`config.mk`:
```
export PLATFORM = sky130hd
export DESIGN_NAME = fir_coef_ctrl
export DESIGN_NICKNAME = d
export VERILOG_FILES = /design/src/rtl/fir_pkg.sv /design/src/rtl/fir_tap_cnt.sv /design/src/rtl/fir_coef_ctrl.sv
export SDC_FILE = /design/constraint.sdc
export NUM_CORES = 1
export LEC_CHECK = 0
export CORE_MARGIN = 2
export CORE_UTILIZATION = 40
export CTS_BUF_LIST = sky130_fd_sc_hd__clkbuf_4
export DETAILED_ROUTE_END_ITERATION = 8
export PLACE_DENSITY = 0.93
export SLEW_MARGIN = 20
export SYNTH_ARGS = -nofsm -noshare
export SYNTH_HDL_FRONTEND = slang
export SYNTH_SLANG_ARGS = --single-unit
```
`constraint.sdc`:
```
create_clock -name clk -period 2 [get_ports clk]
set_input_delay 0.4 -clock clk [delete_from_list [all_inputs] [get_ports clk]]
set_output_delay 0.4 -clock clk [all_outputs]
set_load 0.05 [all_outputs]
```
`src/rtl/fir_pkg.sv`:
```
// Shared constants, FSM state encoding and payload types for the FIR coefficient path.
// Used by fir_coef_ctrl, fir_tap_cnt, the MAC and imem.
package fir_pkg;

   localparam int unsigned NTAPS = 64;
   localparam int unsigned AW    = 6;
   localparam int unsigned DW    = 16;

   typedef enum logic [2:0] {
      FIR_IDLE     = 3'd0,
      FIR_WRITE    = 3'd1,
      FIR_READ     = 3'd2,
      FIR_READ_RSP = 3'd3,
      FIR_RUN      = 3'd4,
      FIR_DRAIN    = 3'd5
   } fir_state_e;

   // Plain constants keep the state register a bare vector for legacy tools.
   localparam logic [2:0] ST_IDLE     = 3'(FIR_IDLE);
   localparam logic [2:0] ST_WRITE    = 3'(FIR_WRITE);
   localparam logic [2:0] ST_READ     = 3'(FIR_READ);
   localparam logic [2:0] ST_READ_RSP = 3'(FIR_READ_RSP);
   localparam logic [2:0] ST_RUN      = 3'(FIR_RUN);
   localparam logic [2:0] ST_DRAIN    = 3'(FIR_DRAIN);

   typedef struct packed {
      logic          first;
      logic          last;
      logic [AW-1:0] tap;
   } coef_meta_t;

endpackage

```
`src/rtl/fir_tap_cnt.sv`:
```
// Tap address counter: synchronous clear, enable, saturates at NTAPS-1.
module fir_tap_cnt
   import fir_pkg::*;
(
   input  logic          clk,
   input  logic          rst_n,
   input  logic          clr,
   input  logic          en,
   output logic [AW-1:0] cnt,
   output logic          tc_c
);

   assign tc_c = (cnt == AW'(NTAPS - 1));

   // Holds at the terminal count so a sweep never wraps back to tap 0.
   always_ff @(posedge clk or negedge rst_n) begin
      if (!rst_n) begin
         cnt <= '0;
      end else if (clr) begin
         cnt <= '0;
      end else if (en && !tc_c) begin
         cnt <= cnt + AW'(1);
      end
   end

endmodule

```
`src/rtl/fir_coef_ctrl.sv`:
```
// Arbitrates the coefficient memory port between host load/readback and per-sample tap sweeps.
// Host readback path is built only when FIR_COEF_READBACK_EN is defined.
module fir_coef_ctrl
   import fir_pkg::*;
(
   input  logic          clk,
   input  logic          rst_n,
   input  logic          host_valid,
   input  logic          host_we,
   input  logic [AW-1:0] host_addr,
   input  logic [DW-1:0] host_wdata,
   output logic          host_ready,
   output logic [DW-1:0] host_rdata,
   output logic          host_rvalid,
   input  logic          sample_valid,
   output logic          sample_ready,
   output logic [AW-1:0] mem_addr,
   output logic          mem_w_en,
   output logic [DW-1:0] mem_data_in,
   input  logic [DW-1:0] mem_data_out,
   output logic [DW-1:0] coef,
   output logic          coef_valid,
   output logic [AW-1:0] coef_tap,
   output logic          coef_first,
   output logic          coef_last,
   output logic          busy
);

   logic [2:0]    state;
   logic [2:0]    state_nxt;
   logic [AW-1:0] mem_addr_nxt;
   logic          mem_w_en_nxt;
   logic [DW-1:0] mem_data_in_nxt;
   logic          coef_valid_nxt;
   coef_meta_t    meta_q;
   coef_meta_t    meta_nxt;
   logic          cnt_clr;
   logic          cnt_en;
   logic [AW-1:0] cnt;
   logic          tc_c;
   logic          sample_acc_c;
   logic          host_acc_c;
`ifdef FIR_COEF_READBACK_EN
   logic          rd_cap_c;
`endif

   fir_tap_cnt u_tap_cnt (
      .clk   (clk),
      .rst_n (rst_n),
      .clr   (cnt_clr),
      .en    (cnt_en),
      .cnt   (cnt),
      .tc_c  (tc_c)
   );

   // Sample wins over the host when both request in the same IDLE cycle.
   assign sample_ready = (state == ST_IDLE);
   assign host_ready   = (state == ST_IDLE) && !sample_valid;
   assign sample_acc_c = sample_valid && sample_ready;
   assign host_acc_c   = host_valid && host_ready;

   // Synchronous-read memory already provides the one-cycle alignment with the markers.
   assign coef       = mem_data_out;
   assign coef_tap   = meta_q.tap;
   assign coef_first = meta_q.first;
   assign coef_last  = meta_q.last;

   // Next-state and next-output decode.
   always_comb begin
      state_nxt       = state;
      mem_addr_nxt    = mem_addr;
      mem_w_en_nxt    = 1'b0;
      mem_data_in_nxt = mem_data_in;
      coef_valid_nxt  = 1'b0;
      meta_nxt        = meta_q;
      meta_nxt.first  = 1'b0;
      meta_nxt.last   = 1'b0;
      cnt_clr         = 1'b0;
      cnt_en          = 1'b0;
`ifdef FIR_COEF_READBACK_EN
      rd_cap_c        = 1'b0;
`endif

      case (state)
         ST_IDLE: begin
            if (sample_acc_c) begin
               state_nxt    = ST_RUN;
               cnt_clr      = 1'b1;
               mem_addr_nxt = '0;
            end else if (host_acc_c && host_we) begin
               state_nxt       = ST_WRITE;
               mem_w_en_nxt    = 1'b1;
               mem_addr_nxt    = host_addr;
               mem_data_in_nxt = host_wdata;
`ifdef FIR_COEF_READBACK_EN
            end else if (host_acc_c) begin
               state_nxt    = ST_READ;
               mem_addr_nxt = host_addr;
`endif
            end
         end
         ST_WRITE: begin
            state_nxt = ST_IDLE;
         end
         ST_RUN: begin
            coef_valid_nxt = 1'b1;
            meta_nxt.first = (cnt == '0);
            meta_nxt.last  = tc_c;
            meta_nxt.tap   = cnt;
            if (tc_c) begin
               state_nxt = ST_DRAIN;
            end else begin
               cnt_en       = 1'b1;
               mem_addr_nxt = cnt + AW'(1);
            end
         end
         ST_DRAIN: begin
            state_nxt = ST_IDLE;
         end
`ifdef FIR_COEF_READBACK_EN
         ST_READ: begin
            state_nxt = ST_READ_RSP;
         end
         ST_READ_RSP: begin
            rd_cap_c  = 1'b1;
            state_nxt = ST_IDLE;
         end
`endif
         default: begin
            state_nxt = ST_IDLE;
         end
      endcase
   end

   // State and registered outputs.
   always_ff @(posedge clk or negedge rst_n) begin
      if (!rst_n) begin
         state       <= ST_IDLE;
         mem_addr    <= '0;
         mem_w_en    <= 1'b0;
         mem_data_in <= '0;
         coef_valid  <= 1'b0;
         meta_q      <= '0;
         busy        <= 1'b0;
      end else begin
         state       <= state_nxt;
         mem_addr    <= mem_addr_nxt;
         mem_w_en    <= mem_w_en_nxt;
         mem_data_in <= mem_data_in_nxt;
         coef_valid  <= coef_valid_nxt;
         meta_q      <= meta_nxt;
         busy        <= (state_nxt != ST_IDLE);
      end
   end

`ifdef FIR_COEF_READBACK_EN
   // Capture readback one cycle after the address reached the memory.
   always_ff @(posedge clk or negedge rst_n) begin
      if (!rst_n) begin
         host_rdata  <= '0;
         host_rvalid <= 1'b0;
      end else begin
         host_rvalid <= rd_cap_c;
         if (rd_cap_c) begin
            host_rdata <= mem_data_out;
         end
      end
   end
`else
   assign host_rdata  = '0;
   assign host_rvalid = 1'b0;
`endif

endmodule

```
==> impl_metrics.json, run 1 <==
{
  "drt.antenna.violating_nets": 0,
  "crit_path_start": "mem_data_in[1]",
  "slew_headroom_pct": 60.8,
  "finalCritPeriodShare_pct": 96.8,
  "areaGrowthSynthToFinish_pct": 31.8,
  "multi_input_area_sq_um": 782,
  "async_reset_ff_share_pct": 100,
  "via_count": 1364,
  "p_leak_uw": 0.00131,
  "synthFlopType": "dfrtp_1",
  "synth_compound_area_share_pct": 9.25,
  "tightest_slew_ns": 0.584,
  "synthXorXnorAreaFrac_pct": 1.27,
  "netlist_instances": 176,
  "cts-htree-levels": 2,
  "syn_avg_cell_area_sq_um": 11.8,
  "synthAdderAreaFrac_pct": 1.21,
  "synth_top_family_by_area": "buffers and inverters",
  "grtUsageTotal_pct": 15.5,
  "hold_viol": 0,
  "cp.arrival_ns": 1.54,
  "clock-sinks": 42,
  "hold_ws_ns": 0.0921,
  "max_freq_ghz": 0.516,
  "ys.warnings.count": 0,
  "maxSlewViolCount": 0,
  "io_buffers": 61,
  "cts_root_buf": "clkbuf_4",
  "required_ns": 1.60,
  "grt_pass1_wl_mm": 7.04,
  "setup_viol_count_final": 0,
  "synth_area_sq_um": 2070,
  "cp_slowest_cell": "clkdlybuf4s50_1",
  "tritoncts": "built",
  "diodes": 0,
  "first_pass_iters": 4,
  "fp-row-count": 26,
  "yosysUniqueCellTypes": 38,
  "ys_seq_elements": 42,
  "pin_count": 111,
  "grt_overflow": 0,
  "cpLargestDelayFamily": "buffers and inverters",
  "setup_slack_ns": 0.0636,
  "viasPerCell": 4.55,
  "die_w_um": 75.9,
  "min_period_ns": 1.94,
  "cpPeakStageDelay_ns": 0.82,
  "hold_path_class": "primary input to async pin",
  "yosysSeqAreaShare_pct": 50.8,
  "fill_cells": 449,
  "synth_mux_area_share_pct": 13.8,
  "synthSimpleGateAreaFrac_pct": 8.22,
  "worst-path-buf-inv": 1,
  "reg2reg_from": "u_tap_cnt.cnt[0]",
  "grt_pass1_vias": 1462,
  "antenna_found_initial": 0,
  "crit_chain": "clkdlybuf4s50_1",
  "drt_wl_total_mm": 4.24,
  "cts_buffers": 5,
  "cts.clk_slew.worst_paths_ns": 0.13,
  "worstSkewPairLatency_ns": 0.35,
  "seq_area_sq_um": 1050,
  "irDropWorstVdd_uv": 679,
  "start_util_pct": 41.0,
  "fin_util_pct": 54.1,
  "drv_cap": 0,
  "end_kind": "primary output",
  "dp_hpwl_mm": 3.15,
  "layout.nets": 275,
  "drtIter0Drc": 53,
  "rsz0062_at_grt": "no",
  "synth_edf_count": 0,
  "synth.top_cell.area_share_pct": 50.8,
  "grt_max_degree": 43,
  "clockBufferDepth": 2,
  "synth.cells.most_frequent": "dfrtp_1 (42), buf_4 (33), mux2_2 (12), nand2_1 (12)",
  "die-area_sq_um": 5770,
  "path_class": "register to primary output",
  "wl_per_cell_um": 14.1,
  "netlist_top_cells_area": "dfrtp_1 (51%), buf_4 (12%), mux2_2 (6.5%)",
  "coreArea_sq_um": 5040,
  "cp_max_fo": 2,
  "yosysTopAreaCell": "dfrtp_1",
  "power_density_nw_per_um2": 1000,
  "synth_most_common_cell": "dfrtp_1",
  "dieHeight_um": 75.9,
  "preCtsSetupSlack_ns": -0.0356,
  "status": "finished, final reports clean",
  "drive_gt1_share_pct": 20.0,
  "final.setup_skew_ns": 0.0146,
  "place.gp.congestion": 0.868,
  "cp-start-kind": "register",
  "drcViolationCount": 0
}
-- state kept, by name, indices dropped and copies added, names as in the netlist --
signal and flops:
busy 1, u_tap_cnt.cnt 6, mem_w_en 1, mem_addr 6
coef_tap 6, mem_data_in 16, state 3, coef_valid 1
coef_first 1, coef_last 1
-- power by group --
part / switching [uW] / total [uW] / leakage (uW) / internal [uW]
logic: 717 / 1130 / 0.000734 / 418
clock network: 265 / 518 / 0.0000387 / 253
registers: 87.8 / 1070 / 0.000536 / 987
-- final cells by class --
class | instances | area share (%)
clock buffer | 5 | 1.38
clock inverter | 2 | 1.24
inverter | 6 | 0.826
multi-input combinational | 105 | 28.7
sequential | 42 | 38.5
tap | 70 | 3.21
timing repair buffer | 70 | 26.1
-- worst paths after layout --
path	depth (start not counted)	endpoint	slack, ns
max	1	mem_data_in[1]	0.06
min reg2reg	2	coef_tap[2]	0.49
min	2	coef_tap[5]	0.09
min in group clk	2	coef_tap[2]	0.49
max in group asynchronous	2	mem_data_in[12]	1.54
max reg2reg	6	mem_addr[4]	0.11
-- per-stage QoR --
stage	setup TNS, ns	instance area (sq um)	power [uW]	std cells
global placement	0	2640	2200	293
finish	0	2730	2730	300
floorplan	0	2140	1930	193
detailed placement	-0.114	2640	2230	293
global route	0	2730	2850	300
CTS	0	2720	2750	300
-- placed cells by master (no fill, tap or decap), drive strengths merged --
| cell | count |
|---|---|
| clkdlybuf4s50 | 55 |
| dfrtp | 42 |
| mux2 | 20 |
| conb | 18 |
| nand2 | 12 |
| buf | 12 |
| nor2 | 8 |
| inv | 6 |
| and3 | 5 |
| clkbuf | 5 |
| o21ai | 5 |
| o2bb2ai | 4 |
| a21oi | 3 |
| mux2i | 3 |
| a21o | 3 |
| xnor2 | 3 |
| dlymetal6s2s | 3 |
| nand3 | 2 |
| a22o | 2 |
| ha | 2 |
| or2 | 2 |
| nor4 | 2 |
| a21boi | 2 |
| or3b | 1 |
| nor3 | 1 |
| o211a | 1 |
| a2bb2oi | 1 |
| o21bai | 1 |
| a41oi | 1 |
| o31ai | 1 |
| a31o | 1 |
| o22ai | 1 |
| clkinv | 1 |
| bufinv | 1 |
-- routing by layer --
metal	up-vias	track usage, %	wire [um]
met1	658	18.2	1730
met4	0	5.64	46
li1	650	-	-
met3	5	5.00	266
met2	51	26.4	2200
met5	-	0	0
-- what timing repair did --
action / CTS / global route
setup endpoints to repair: 1 / 5
hold buffers: 0 / 0
buffers inserted: 0 / 0
resized for setup: 1 / 5
cloned: 0 / 0
-- kinds of logic (layout without fill, tap and decap cells) --
logic type               after synthesis  in the layout
adder cells (fa/ha/maj)                2              2
flip-flops                            42             42
XOR/XNOR                               3              3
AND/OR/NAND/NOR                       33             33
AO/OA/AOI/OAI                         26             26
buffers and inverters                 46             83
multiplexers                          23             23
other                                  1             18
Power figures use the tool's default switching activity.
==> run 2, diff against run 1 <==
--- a/config.mk
+++ b/config.mk
@@ -8,8 +8,10 @@
 export CORE_MARGIN = 2
 export CORE_UTILIZATION = 40
 export CTS_BUF_LIST = sky130_fd_sc_hd__clkbuf_4
+export CTS_CLUSTER_DIAMETER = 200
 export DETAILED_ROUTE_END_ITERATION = 8
 export PLACE_DENSITY = 0.93
+export RECOVER_POWER = 100
 export SLEW_MARGIN = 20
 export SYNTH_ARGS = -nofsm -noshare
 export SYNTH_HDL_FRONTEND = slang
==> run 2 against run 1 <==
- combinational power fell by 4%
- routed wire length up 0.35%
- core utilization is 1.2 points lower
- non-clock buffer count stayed put
- sequential power is essentially flat
- fmax barely moved
- sequential share of layout area increased by 0.90 points
- global-route usage is the same
- cell area decreased by 2.3%
- worst setup slack worse by 0.0013 ns
- clock skew hardly changed
- first-iteration DRC count grew 64%
- critical endpoint unchanged
- largest power group unchanged
==> impl_metrics.json, run 2 (same netlist as run 1, synthesis figures left out) <==
{
  "drt_wl_total_mm": 4.26,
  "min_period_ns": 1.94,
  "setup_viol_count_final": 0,
  "place.gp.congestion": 0.868,
  "final_common_cell": "clkdlybuf4s50_1",
  "worstSkewPairLatency_ns": 0.35,
  "dieHeight_um": 75.9,
  "cp.arrival_ns": 1.54,
  "cp.depth": 1,
  "combinationalPowerShare_pct": 40.7,
  "cp_slowest_cell": "clkdlybuf4s50_1",
  "grt_pass1_vias": 1462,
  "clockBufferDepth": 2,
  "path_class": "register to primary output",
  "grt_pass1_wl_mm": 7.04,
  "hold_path_class": "primary input to async pin",
  "multi_input_area_sq_um": 751,
  "cts_buffers": 5,
  "clock_power_share_pct": 19.3,
  "cp_max_fo": 2,
  "final_cell_mix": "clkdlybuf4s50_1 (55), dfrtp_1 (42), conb_1 (18), nand2_1 (12), mux2_2 (12)",
  "cpPeakStageDelay_ns": 0.82,
  "end_kind": "primary output",
  "status": "finished, final reports clean",
  "drive_gt1_share_pct": 17.4,
  "cpLargestDelayFamily": "buffers and inverters",
  "largest_reg_flops": 16,
  "die_w_um": 75.9,
  "max_freq_ghz": 0.516,
  "grt_max_degree": 43,
  "cts_setup_buffers": 0,
  "final.setup_skew_ns": 0.0149,
  "seq_area_sq_um": 1050,
  "dp_hpwl_mm": 3.15,
  "maxSlewViolCount": 0,
  "layout.nets": 275,
  "sw_frac_of_total_pct": 39.7,
  "power_uw": 2680,
  "largest-register": "mem_data_in",
  "pin_count": 111,
  "clock-sinks": 42,
  "instances_no_fill": 300,
  "worst-path-buf-inv": 1,
  "p_int_uw": 1620,
  "irDropWorstVdd_uv": 678,
  "switchingPower_uw": 1070,
  "io_buffers": 61,
  "power_density_nw_per_um2": 1010,
  "cts-htree-levels": 2,
  "finalSetupTns_ns": 0,
  "reg2regPathDepth": 6,
  "die-area_sq_um": 5770,
  "rr_endpoint": "mem_addr[4]",
  "fp-row-count": 26,
  "drv_cap": 0,
  "drcViolationCount": 0,
  "hold_viol": 0,
  "cp-start-kind": "register",
  "first_pass_iters": 4,
  "p_leak_uw": 0.00125,
  "rsz0062_at_grt": "no",
  "finalCritPeriodShare_pct": 96.9,
  "fill_cells": 467,
  "tritoncts": "built",
  "areaGrowthSynthToFinish_pct": 28.8,
  "wl_per_cell_um": 14.2,
  "cts_root_buf": "clkbuf_4",
  "grt_overflow": 0,
  "crit_chain": "clkdlybuf4s50_1",
  "viasPerCell": 4.59,
  "slew_headroom_pct": 33.0,
  "drtIter0Drc": 87,
  "reg2reg_from": "u_tap_cnt.cnt[0]",
  "diodes": 0,
  "drt.antenna.violating_nets": 0,
  "grtUsageTotal_pct": 15.5,
  "tightest_slew_ns": 1.01,
  "fin_area_sq_um": 2670,
  "via_count": 1376,
  "coreArea_sq_um": 5040,
  "pwr-share-seq_pct": 40.0,
  "place_area_sq_um": 2640,
  "r2r_setup_slack_ns": 0.11,
  "post-place-cells": 293,
  "antenna_found_initial": 0,
  "required_ns": 1.60,
  "start_util_pct": 41.0,
  "cts.clk_slew.worst_paths_ns": 0.13
}
[run 2: area by class of cell]
| type | instances | area share [%] |
|---|---|---|
| clock buffer | 5 | 1.41 |
| clock inverter | 2 | 1.27 |
| inverter | 6 | 0.845 |
| multi-input combinational | 105 | 28.2 |
| sequential | 42 | 39.4 |
| tap | 70 | 3.29 |
| timing repair buffer | 70 | 25.6 |
[run 2: worst max path at each step]
stage                              start               to  slack, ns
final                     mem_data_in[1]   mem_data_in[1]       0.06
after global routing         mem_addr[0]      mem_addr[0]      0.004
after CTS                       state[1]     sample_ready       0.01
after detailed placement    sample_valid      mem_addr[1]      -0.04
after global placement      sample_valid   mem_data_in[6]       0.04
after floorplan                 state[1]  mem_data_in[10]       0.18
[run 2: timing repair]
action / in CTS / in global routing
setup endpoints to repair: 1 / 5
gates cloned: 0 / 0
hold buffers: 0 / 0
gates resized for setup: 1 / 5
[run 2: power groups by stage]
| stage | combinational, uW | sequential [uW] | clock (uW) |
|---|---|---|---|
| 2_1_floorplan | 408 | 1520 | 0 |
| 3_3_place_gp | 1120 | 1080 | 0 |
| 3_5_place_dp | 1140 | 1090 | 0 |
| 4_1_cts | 1140 | 1080 | 530 |
| 5_1_grt | 1140 | 1090 | 571 |
| 6_report | 1090 | 1070 | 518 |
[run 2: stage by stage]
step	utilization [%]	hold WS [ns]	setup WS [ns]
floorplan	-	0.104	0.182
global placement	52.3	0.458	0.0418
detailed placement	52.3	0.469	-0.0356
CTS	53.8	0.106	0.00963
global route	52.9	0.378	0.00420
finish	52.9	0.279	0.0623
[run 2: metal layers]
layer | vias up | part of all wire [%] | track usage [%]
met5 | - | 0 | 0
li1 | 653 | - | -
met1 | 658 | 41 | 18.2
met2 | 60 | 51 | 26.4
met3 | 5 | 7.0 | 5.00
met4 | 0 | 1.1 | 5.64
==> run 3, diff against run 2 <==
--- a/config.mk
+++ b/config.mk
@@ -11,7 +11,7 @@
 export CTS_CLUSTER_DIAMETER = 200
 export DETAILED_ROUTE_END_ITERATION = 8
 export PLACE_DENSITY = 0.93
-export RECOVER_POWER = 100
+export RECOVER_POWER = 50
 export SLEW_MARGIN = 20
 export SYNTH_ARGS = -nofsm -noshare
 export SYNTH_HDL_FRONTEND = slang
==> run 3 against run 2 <==
- first-iteration DRC count shrank 25%
- cell area grew 2.3%
- die area is the same
- core utilization grew 1.2 points
- clock skew is essentially flat
- non-clock buffer count is the same
- combinational power grew 4%
- count of clock-buffer cells in the layout is the same
- highest routed layer unchanged
- critical path depth is the same
- clock power is essentially flat
- sequential power is essentially flat
- hold slack gained 0.0032 ns
==> impl_metrics.json, run 3 (same netlist as run 1, synthesis figures left out) <==
{
  "status": "finished, final reports clean",
  "slew_headroom_pct": 32.7,
  "irDropWorstVdd_uv": 678,
  "cp_max_fo": 2,
  "drive_gt1_share_pct": 20.0,
  "place.gp.congestion": 0.868,
  "fp-row-count": 26,
  "tightest_slew_ns": 1.01,
  "cp_slowest_cell": "clkdlybuf4s50_1",
  "min_period_ns": 1.94,
  "dp_hpwl_mm": 3.15,
  "first_pass_iters": 4,
  "pin_count": 111,
  "reg2regPathDepth": 6,
  "clockBufferDepth": 2,
  "fin_area_sq_um": 2730,
  "cpPeakStageDelay_ns": 0.82,
  "coreArea_sq_um": 5040,
  "r2r_setup_slack_ns": 0.11,
  "clock-sinks": 42,
  "io_buffers": 61,
  "grt_overflow": 0,
  "crit_chain": "clkdlybuf4s50_1",
  "drt.antenna.violating_nets": 0,
  "finalSetupTns_ns": 0,
  "worstSkewPairLatency_ns": 0.35,
  "hold_path_class": "primary input to async pin",
  "largest-register": "mem_data_in",
  "maxSlewViolCount": 0,
  "hold_viol": 0,
  "reg2reg_from": "u_tap_cnt.cnt[0]",
  "cts_root_buf": "clkbuf_4",
  "cpLargestDelayFamily": "buffers and inverters",
  "rsz0062_at_grt": "no",
  "start_util_pct": 41.0,
  "p_leak_uw": 0.00131,
  "power_density_nw_per_um2": 1000,
  "max_freq_ghz": 0.516,
  "final.setup_skew_ns": 0.0145,
  "grt_pass1_vias": 1462,
  "grt_max_degree": 43,
  "seq_area_sq_um": 1050,
  "hold_ws_ns": 0.282,
  "cp-endpoint": "mem_data_in[1]",
  "die-area_sq_um": 5770,
  "grt_pass1_wl_mm": 7.04,
  "worst-path-buf-inv": 1,
  "drv_cap": 0,
  "ctsHoldBuffers": 0,
  "drcViolationCount": 0,
  "required_ns": 1.60,
  "cts_setup_buffers": 0,
  "finalCritPeriodShare_pct": 96.8,
  "die_w_um": 75.9,
  "diodes": 0,
  "drtIter0Drc": 65,
  "setup_viol_count_final": 0,
  "cp.depth": 1,
  "largest_reg_flops": 16,
  "rr_endpoint": "mem_addr[4]",
  "multi_input_area_sq_um": 782,
  "layout.nets": 275,
  "grtUsageTotal_pct": 15.5,
  "wl_per_cell_um": 14.2,
  "dieHeight_um": 75.9,
  "fill_cells": 450,
  "final_cell_mix": "clkdlybuf4s50_1 (55), dfrtp_1 (42), conb_1 (18), nand2_1 (12), mux2_2 (12)",
  "end_kind": "primary output",
  "drt_wl_total_mm": 4.26,
  "path_class": "register to primary output",
  "viasPerCell": 4.59,
  "tritoncts": "built",
  "cts_buffers": 5,
  "via_count": 1377,
  "cp-start-kind": "register",
  "cts-htree-levels": 2,
  "cp.arrival_ns": 1.54,
  "cts.clk_slew.worst_paths_ns": 0.13,
  "place_area_sq_um": 2640,
  "areaGrowthSynthToFinish_pct": 31.7,
  "crit_path_start": "mem_data_in[1]",
  "final_common_cell": "clkdlybuf4s50_1",
  "antenna_found_initial": 0
}
[run 3: changes by cell type in the layout (fill, tap and decap cells not counted)]
cell            before  now
buf_4                6    7
clkbuf_1             3    0
clkbuf_2             2    1
dlymetal6s2s_1       0    3
mux2_1               6    0
mux2_4               2    8
nor4_2               1    0
nor4_4               0    1
[run 3: report_power, final]
| group | total [uW] | switching (uW) | leakage (uW) | internal, uW |
|---|---|---|---|---|
| sequential | 1070 | 87.7 | 0.000536 | 987 |
| combinational | 1130 | 716 | 0.000734 | 418 |
| clock | 518 | 265 | 0.0000387 | 253 |
| total | 2730 | 1070 | 0.00131 | 1660 |
[run 3: per-stage QoR]
step                setup slack (ns)  instances  utilization, %  total power, uW
global placement              0.0418        293            52.3             2200
finish                        0.0636        300            54.0             2730
floorplan                      0.182        193               -             1930
CTS                          0.00963        300            53.8             2750
global route                 0.00420        300            54.0             2850
detailed placement           -0.0356        293            52.3             2230
[run 3: how the worst min path moves through the flow]
| stage | cells after the start | endpoint | slack, ns | start |
|---|---|---|---|---|
| 2_1_floorplan | 0 | busy | 0.10 | rst_n |
| 3_3_place_gp | 2 | coef_tap[3] | 0.46 | coef_tap[3] |
| 3_5_place_dp | 2 | coef_tap[1] | 0.47 | coef_tap[1] |
| 4_1_cts | 2 | coef_tap[5] | 0.11 | rst_n |
| 5_1_grt | 2 | coef_tap[1] | 0.38 | rst_n |
| 6_report | 2 | coef_tap[5] | 0.28 | rst_n |
[run 3: repair_timing]
action                     4_1_cts  5_1_grt
setup endpoints to repair        1        5
gates resized for setup          1        5
pin swaps                        0        0
[run 3: cell type report]
class	instances	area share, %
clock buffer	5	1.38
clock inverter	2	1.24
inverter	6	0.826
multi-input combinational	105	28.7
sequential	42	38.6
tap	70	3.21
timing repair buffer	70	26.1
[run 3: layer usage]
layer	GRT usage, %	wire length, um
met1	18.2	1720
met2	26.4	2210
met3	5.00	278
met4	5.64	46
met5	0	0
